File: config.mk
export PLATFORM = sky130hd
export DESIGN_NAME = acc_seq_ctrl
export DESIGN_NICKNAME = d
export VERILOG_FILES = /design/src/rtl/acc_seq_ctrl.sv
export SDC_FILE = /design/constraint.sdc
export NUM_CORES = 1
export LEC_CHECK = 0
export ABC_CLOCK_PERIOD_IN_PS = 4070
export BUFFER_PORTS_ARGS = -buffer_cell sky130_fd_sc_hd__buf_2
export CORE_ASPECT_RATIO = 0.7
export CORE_UTILIZATION = 25
export DETAILED_ROUTE_END_ITERATION = 16
export GPL_TIMING_DRIVEN = 0
export HOLD_SLACK_MARGIN = 0.03
export PLACE_DENSITY = 0.44
export SETUP_SLACK_MARGIN = 0.4
export SLEW_MARGIN = 20
export SYNTH_ARGS = -nofsm -noshare
export SYNTH_HDL_FRONTEND = slang
export SYNTH_SLANG_ARGS = --single-unit
File: constraint.sdc
create_clock -name clk -period 4.07 [get_ports clk]
set_input_delay 0.407 -clock clk [delete_from_list [all_inputs] [get_ports clk]]
set_output_delay 0.407 -clock clk [all_outputs]
set_load 0.02 [all_outputs]
File: src/rtl/acc_seq_ctrl.sv
// acc_seq_ctrl: multi-cycle sequencer for the accumulator processor.
// Fetches through the instruction RAM and stage register, then decodes the
// latched opcode into data-RAM, ALU, accumulator and branch strobes.
// The data-RAM wait has a timeout that raises a sticky bus error and halts.
module acc_seq_ctrl #(
    parameter int OPW     = 4,
    parameter int TMO_W   = 4,
    parameter int TMO_MAX = 15
) (
    input  logic           clk,
    input  logic           reset,
    input  logic [OPW-1:0] opcode,
    input  logic           acc_zero,
    input  logic           acc_neg,
    input  logic           data_rdy,
    output logic           instr_ram_en,
    output logic           instr_ram_rd,
    output logic           pc_inc,
    output logic           pc_load,
    output logic           stage_ld,
    output logic           data_ram_en,
    output logic           data_ram_we,
    output logic [1:0]     alu_op,
    output logic           acc_ld,
    output logic           halted,
    output logic           bus_err,
    output logic           illegal
);

    typedef enum logic [2:0] {
        S_RST,
        S_FETCH,
        S_DECODE,
        S_BRANCH,
        S_MEM,
        S_WB,
        S_HALT
    } stateT;

    localparam logic [OPW-1:0] OP_NOP   = OPW'(4'h0);
    localparam logic [OPW-1:0] OP_LOAD  = OPW'(4'h1);
    localparam logic [OPW-1:0] OP_STORE = OPW'(4'h2);
    localparam logic [OPW-1:0] OP_ADD   = OPW'(4'h3);
    localparam logic [OPW-1:0] OP_SUB   = OPW'(4'h4);
    localparam logic [OPW-1:0] OP_AND   = OPW'(4'h5);
    localparam logic [OPW-1:0] OP_JMP   = OPW'(4'h6);
    localparam logic [OPW-1:0] OP_JZ    = OPW'(4'h7);
    localparam logic [OPW-1:0] OP_JN    = OPW'(4'h8);
    localparam logic [OPW-1:0] OP_HALT  = OPW'(4'hF);

    localparam logic [TMO_W-1:0] CNT_LAST = TMO_W'(TMO_MAX - 1);
    localparam logic [TMO_W-1:0] CNT_SAT  = TMO_W'(TMO_MAX);

    stateT            state;
    stateT            nextState;
    logic [OPW-1:0]   opcLat;
    logic [OPW-1:0]   nextOpc;
    logic [TMO_W-1:0] waitCnt;
    logic [TMO_W-1:0] nextCnt;
    logic             timeout;
    logic             decodeIllegal;
    logic [1:0]       nextAlu;

    // Next-state, opcode latch, wait counter and timeout decision
    always_comb begin
        nextState     = state;
        nextOpc       = opcLat;
        nextCnt       = waitCnt;
        timeout       = 1'b0;
        decodeIllegal = 1'b0;
        case (state)
            S_RST:    nextState = S_FETCH;
            S_FETCH:  nextState = S_DECODE;
            S_DECODE: begin
                nextOpc = opcode;
                nextCnt = '0;
                case (opcode)
                    OP_NOP:   nextState = S_FETCH;
                    OP_HALT:  nextState = S_HALT;
                    OP_JMP:   nextState = S_BRANCH;
                    OP_JZ:    nextState = acc_zero ? S_BRANCH : S_FETCH;
                    OP_JN:    nextState = acc_neg ? S_BRANCH : S_FETCH;
                    OP_LOAD,
                    OP_STORE,
                    OP_ADD,
                    OP_SUB,
                    OP_AND:   nextState = S_MEM;
                    default: begin
                        decodeIllegal = 1'b1;
                        nextState     = S_FETCH;
                    end
                endcase
            end
            S_BRANCH: nextState = S_FETCH;
            S_MEM: begin
                if (data_rdy) begin
                    nextCnt   = '0;
                    nextState = (opcLat == OP_STORE) ? S_FETCH : S_WB;
                end else begin
                    if (waitCnt != CNT_SAT) begin
                        nextCnt = waitCnt + 1'b1;
                    end
                    // Leave on the cycle the counter reaches TMO_MAX
                    if (waitCnt == CNT_LAST) begin
                        timeout   = 1'b1;
                        nextState = S_HALT;
                    end
                end
            end
            S_WB:     nextState = S_FETCH;
            S_HALT:   nextState = S_HALT;
            default:  nextState = S_RST;
        endcase
    end

    // ALU select for the write-back cycle, taken from the opcode that will be latched
    always_comb begin
        nextAlu = 2'b00;
        case (nextOpc)
            OP_ADD:  nextAlu = 2'b01;
            OP_SUB:  nextAlu = 2'b10;
            OP_AND:  nextAlu = 2'b11;
            default: nextAlu = 2'b00;
        endcase
    end

    // State register with outputs registered from the state being entered,
    // so each strobe is high exactly during its state and drops on async reset
    always_ff @(posedge clk or posedge reset) begin
        if (reset) begin
            state        <= S_RST;
            opcLat       <= '0;
            waitCnt      <= '0;
            bus_err      <= 1'b0;
            instr_ram_en <= 1'b0;
            instr_ram_rd <= 1'b0;
            pc_inc       <= 1'b0;
            pc_load      <= 1'b0;
            stage_ld     <= 1'b0;
            data_ram_en  <= 1'b0;
            data_ram_we  <= 1'b0;
            alu_op       <= 2'b00;
            acc_ld       <= 1'b0;
            halted       <= 1'b0;
        end else begin
            state        <= nextState;
            opcLat       <= nextOpc;
            waitCnt      <= nextCnt;
            if (timeout) begin
                bus_err <= 1'b1;
            end
            instr_ram_en <= (nextState == S_FETCH);
            instr_ram_rd <= (nextState == S_FETCH);
            pc_inc       <= (nextState == S_FETCH);
            stage_ld     <= (nextState == S_FETCH);
            pc_load      <= (nextState == S_BRANCH);
            data_ram_en  <= (nextState == S_MEM);
            data_ram_we  <= (nextState == S_MEM) && (nextOpc == OP_STORE);
            acc_ld       <= (nextState == S_WB);
            alu_op       <= (nextState == S_WB) ? nextAlu : 2'b00;
            halted       <= (nextState == S_HALT);
        end
    end

    // Illegal pulse follows the live opcode during decode; the stage register
    // only becomes valid at the start of that cycle, so it cannot be pre-registered
    always_comb begin
        illegal = (state == S_DECODE) && decodeIllegal;
    end

endmodule

# Word-level counts from Yosys, hierarchy flattened
# Cells that the tools add are included.
# op_classes
n_addsub	1
multipliers	0
n_div	0
order_cmp	0
n_eq_ne	28
n_shift	0
n_mux	18
bitwise_logic	0
reduce_logical	9
# ops
cell	count
$pmux 3 s5	2
$eq 4x3->1 const B	6
$eq 4x2->1 const B	5
$eq 3x3->1 const B	6
$eq 4x4->1 const B	3
$mux 4	3
$reduce_or 10->1	1
$eq 3x2->1 const B	3
$mux 3	3
$pmux 4 s2	1
$eq 3x1->1 const B	2
$mux 2	3
$pmux 2 s3	1
$mux 1	5
$reduce_or 5->1	1
$add 4x1->4 const B	1
$eq 4x1->1 const B	1
$logic_not 4->1	1
$ne 4x4->1 const B	1
$logic_not 3->1	1
$ne 3x3->1 const B	1
$reduce_or 3->1	1
$logic_and 1x1->1	2
$reduce_and 2->1	1
$reduce_bool 2->1	1
# word_totals
register_bits	20
latchBits	0
ramBits	0
romBits	0
in_bits	9
out_inout_bits	13
wordCells	67
mem_count	0

# Depth between registers and ports, before layout
# logic_depth
ltp_word	6
ltp_mapped	7
depth_no_buf	7

# Least setup slack after synthesis
# Ideal clock, no wire load.
# synth_path
kind	flip-flop to output port
start	register state[0]
end	output port illegal
t_arrival_ps	1393
required_ps	3663
path_slack_ps	2270
stages_incl_launch_ff	6
path_buffers	1
cell_sequence	dfrtp_1 -> buf_4 -> nand2b_4 -> nor2_4 -> nand2_1 -> nor3_1
# synth_between
elab_chain_len	3
# synth_rtl
item	line	source
start, declared	54	stateT state;
start signal, assigned	146	state <= nextState;
$eq 3x2->1 *	71, 168	
$mux 1	71	case (state)
$logic_and 1x1->1 *	168	illegal = (state == S_DECODE) && decodeIllegal;
end, declared	27	output logic illegal
# Mark *: on every way between the ends. The rest lies on a longest branch, timed or not.

# Worst setup path in the final report
# Same ends and word-level chain as after synthesis.

==> run summary <==
• sequential cell fraction of total power: 37.9%
• net switching share of the total power: 38.24%
• area growth from synthesis to final layout: 19.98%
• Pre-antenna DRT Iters: 4
• FF+latch area: 500.5 um^2
• internal cell power: 0.0004981 W
• pwr dens: 609.8 nW/um^2
• combined area of all synthesized cells: 1102 um^2
• number of register bits inferred by synthesis: 20
• most frequent cells in the layout: sky130_fd_sc_hd__dfrtp_1, sky130_fd_sc_hd__buf_2, sky130_fd_sc_hd__o21ai_0
• EDFF count, synth: 0
• type of the worst setup path: flip-flop to output port
• Iter 0 DRT Violations: 43
• via count: 836
• CTS tree: built
• area inside the core boundary: 4065 um^2
• final routed wirelength across all metal layers: 2.205 mm
• final period demand of the worst path: 1983 ps
• status: complete, no violations
• first-pass GRT wire length: 3.898 mm
• antenna violations before repair: 0
• count of hold buffers inserted by post-cts repair: 0
• share of layout cells above drive strength 1: 31.30%
• final setup violating endpoints: 0
• crit path max fanout: 9
• fraction of registers with async set or reset after synthesis: 100.0%
• weighted congestion at the end of routability-driven global placement: 0.7835
• Hold Crit Class: input port to async pin
• Worst setup EP type: output port
• Clk network pwr share: 18.4%
• residual DRC count: 0
• root buffer cell: sky130_fd_sc_hd__clkbuf_8
• clock slew at the register clock pins of the worst setup and hold paths: 70 ps
• total setup buffers inserted after CTS: 0
• number of max-slew violations in the final report: 0
• Primary FF master, synth: sky130_fd_sc_hd__dfrtp_1
• area of the multi-input gates: 541.8 um^2
• maximum buffer depth of the clock tree: 2
• part of the power in combinational logic: 43.7%
• ANT cells: 0
• residual overflow from global routing: 0
• global-route total usage across every layer: 11.30%
• Setup TNS: 0 ps
• number of sinks on the clock net: 20
• data required time of the worst path: 3660 ps
• switching power: 0.0003084 W
• setup skew after layout: 3.524 ps
• Post-Route Hold Slack: 273.6 ps
• number of cell rows: 19
• I/O pins: 22
• pin count of the biggest net entering global routing: 21
• Routed wire per std cell: 12.05 um
• Final Hold Viols: 0
• htree depth: 1
• source-to-sink clock delay at the later pin of the worst-skew pair: 260 ps
• gate count of the mapped netlist: 107
• total die area: 4683 um^2
• # port buffers: 20
• number of buffers created by CTS: 3
• post-synthesis sequential area ratio: 45.40%
• number of nets in the synthesized netlist: 118
• vias in the first global route: 805
• number of resized instances in the post-cts repair step: 0
• Final Cycle Share: 48.72%
• type of origin of the critical path: flip-flop
• slew at the pin closest to its max-slew limit: 753.4 ps
• worst slew margin relative to its limit: 49.72%
• mean area per synthesized cell: 10.30 um^2
• via count normalized by instance count: 4.568
• width of the chip: 81.37 um
• count of antenna-violating nets left after detailed routing: 0
• number of distinct library cell variants in the gate-level netlist after synthesis: 39
• die height: 57.56 um
• number of maximum-capacitance violations: 0
• starting utilization of the core area: 27.12%
• final net count: 143
• detailed-placement wirelength estimate: 1.682 mm
• static leakage power: 0.6087 nW
• FMAX: 0.5043 GHz
• maximum ir drop on the vdd rail: 293.4 uV
• signal arrival time at the worst endpoint: 1580 ps
• RSZ-0062 raised after global routing: no
• synth warn: 0
• fill cell count: 413
-- metrics by stage --
stage               instances  cell area [um^2]  util, %   power, W  setup WS, ps
global placement          179              1267    31.18  0.0006617          2366
floorplan                 107              1102        -  0.0005785          2270
CTS                       183              1323    32.53  0.0008183          2071
finish                    183              1323    32.53  0.0008065          2087
global route              183              1323    32.53  0.0008728          1941
detailed placement        179              1267    31.18  0.0006631          2357
-- power groups by stage --
stage	registers, W	clock network, W	logic, W
6_report	0.000305	0.000149	0.000352
2_1_floorplan	0.000312	0	0.000266
4_1_cts	0.000304	0.000156	0.000358
3_5_place_dp	0.000307	0	0.000356
5_1_grt	0.000316	0.000167	0.000390
3_3_place_gp	0.000306	0	0.000355
-- final timing paths --
kind / from / cells after the start / slack [ps] / end
max reg2reg: state[0]$_DFF_PP0_ / 6 / 2380 / data_ram_we$_DFF_PP0_
min: reset / 2 / 270 / data_ram_we$_DFF_PP0_
max: state[0]$_DFF_PP0_ / 6 / 2090 / illegal
min reg2reg: bus_err$_DFFE_PP0P_ / 1 / 480 / bus_err$_DFFE_PP0P_
min in group clk: bus_err$_DFFE_PP0P_ / 1 / 480 / bus_err$_DFFE_PP0P_
max in group asynchronous: reset / 2 / 3320 / waitCnt[3]$_DFFE_PP0P_
-- area by class of cell --
type / count / area share, %
Multi-Input combinational cell: 77 / 40.96
Inverter: 5 / 1.419
Sequential cell: 20 / 37.84
Buffer: 5 / 3.122
Tap cell: 52 / 4.920
Timing Repair Buffer: 20 / 7.569
Clock buffer: 4 / 4.163
-- synthesized netlist by cell type, types with 2 or more instances --
master	count	area (um^2)
sky130_fd_sc_hd__dfrtp_1	20	500.5
sky130_fd_sc_hd__o21ai_0	9	45.04
sky130_fd_sc_hd__nand2_1	8	30.03
sky130_fd_sc_hd__nor2_1	8	30.03
sky130_fd_sc_hd__inv_1	5	18.77
sky130_fd_sc_hd__nand2b_1	5	31.28
sky130_fd_sc_hd__nor3_1	5	25.02
sky130_fd_sc_hd__buf_4	4	30.03
sky130_fd_sc_hd__nand2b_4	3	41.29
sky130_fd_sc_hd__nor4b_1	3	26.28
sky130_fd_sc_hd__a21o_1	2	15.01
sky130_fd_sc_hd__a21oi_1	2	10.01
sky130_fd_sc_hd__and3_1	2	12.51
sky130_fd_sc_hd__ha_1	2	25.02
sky130_fd_sc_hd__nand3_1	2	10.01
sky130_fd_sc_hd__nand4_1	2	12.51
sky130_fd_sc_hd__nor2b_1	2	12.51
sky130_fd_sc_hd__or3_1	2	12.51
-- worst max-delay path, stage by stage (launching register included) --
cell and delay (ps):
sky130_fd_sc_hd__dfrtp_1 360, sky130_fd_sc_hd__buf_4 160, sky130_fd_sc_hd__nand2b_4 150, sky130_fd_sc_hd__nor2_4 200, sky130_fd_sc_hd__nand2_1 80, sky130_fd_sc_hd__nor3_1 170, sky130_fd_sc_hd__buf_2 190
-- cells by family (layout without fill, tap and decap cells) --
logic type                 after synthesis  in the layout  synth area share (%)
muxes                                    4              4                 4.540
adders and majority gates                2              2                 2.270
DFF                                     20             20                 45.40
and+or+nand+nor                         51             51                 30.19
buffers and inverters                   10             34                 5.449
AOI/OAI and AO/OA                       19             19                 11.35
xor gates and xnor gates                 1              1                0.7947
-- state kept, by name, indices dropped and copies added (netlist names), 2 cells and up --
name,flops
alu_op,2
opcLat,4
state,3
waitCnt,4
-- per-layer routing --
| metal | track usage [%] | share of wire (%) |
|---|---|---|
| met3 | 4.640 | 5.8 |
| met5 | 0 | 0 |
| met4 | 3.061 | 0.41 |
| met2 | 15.24 | 43 |
| met1 | 16.37 | 51 |
No activity file was read; power rests on OpenSTA's default activity.
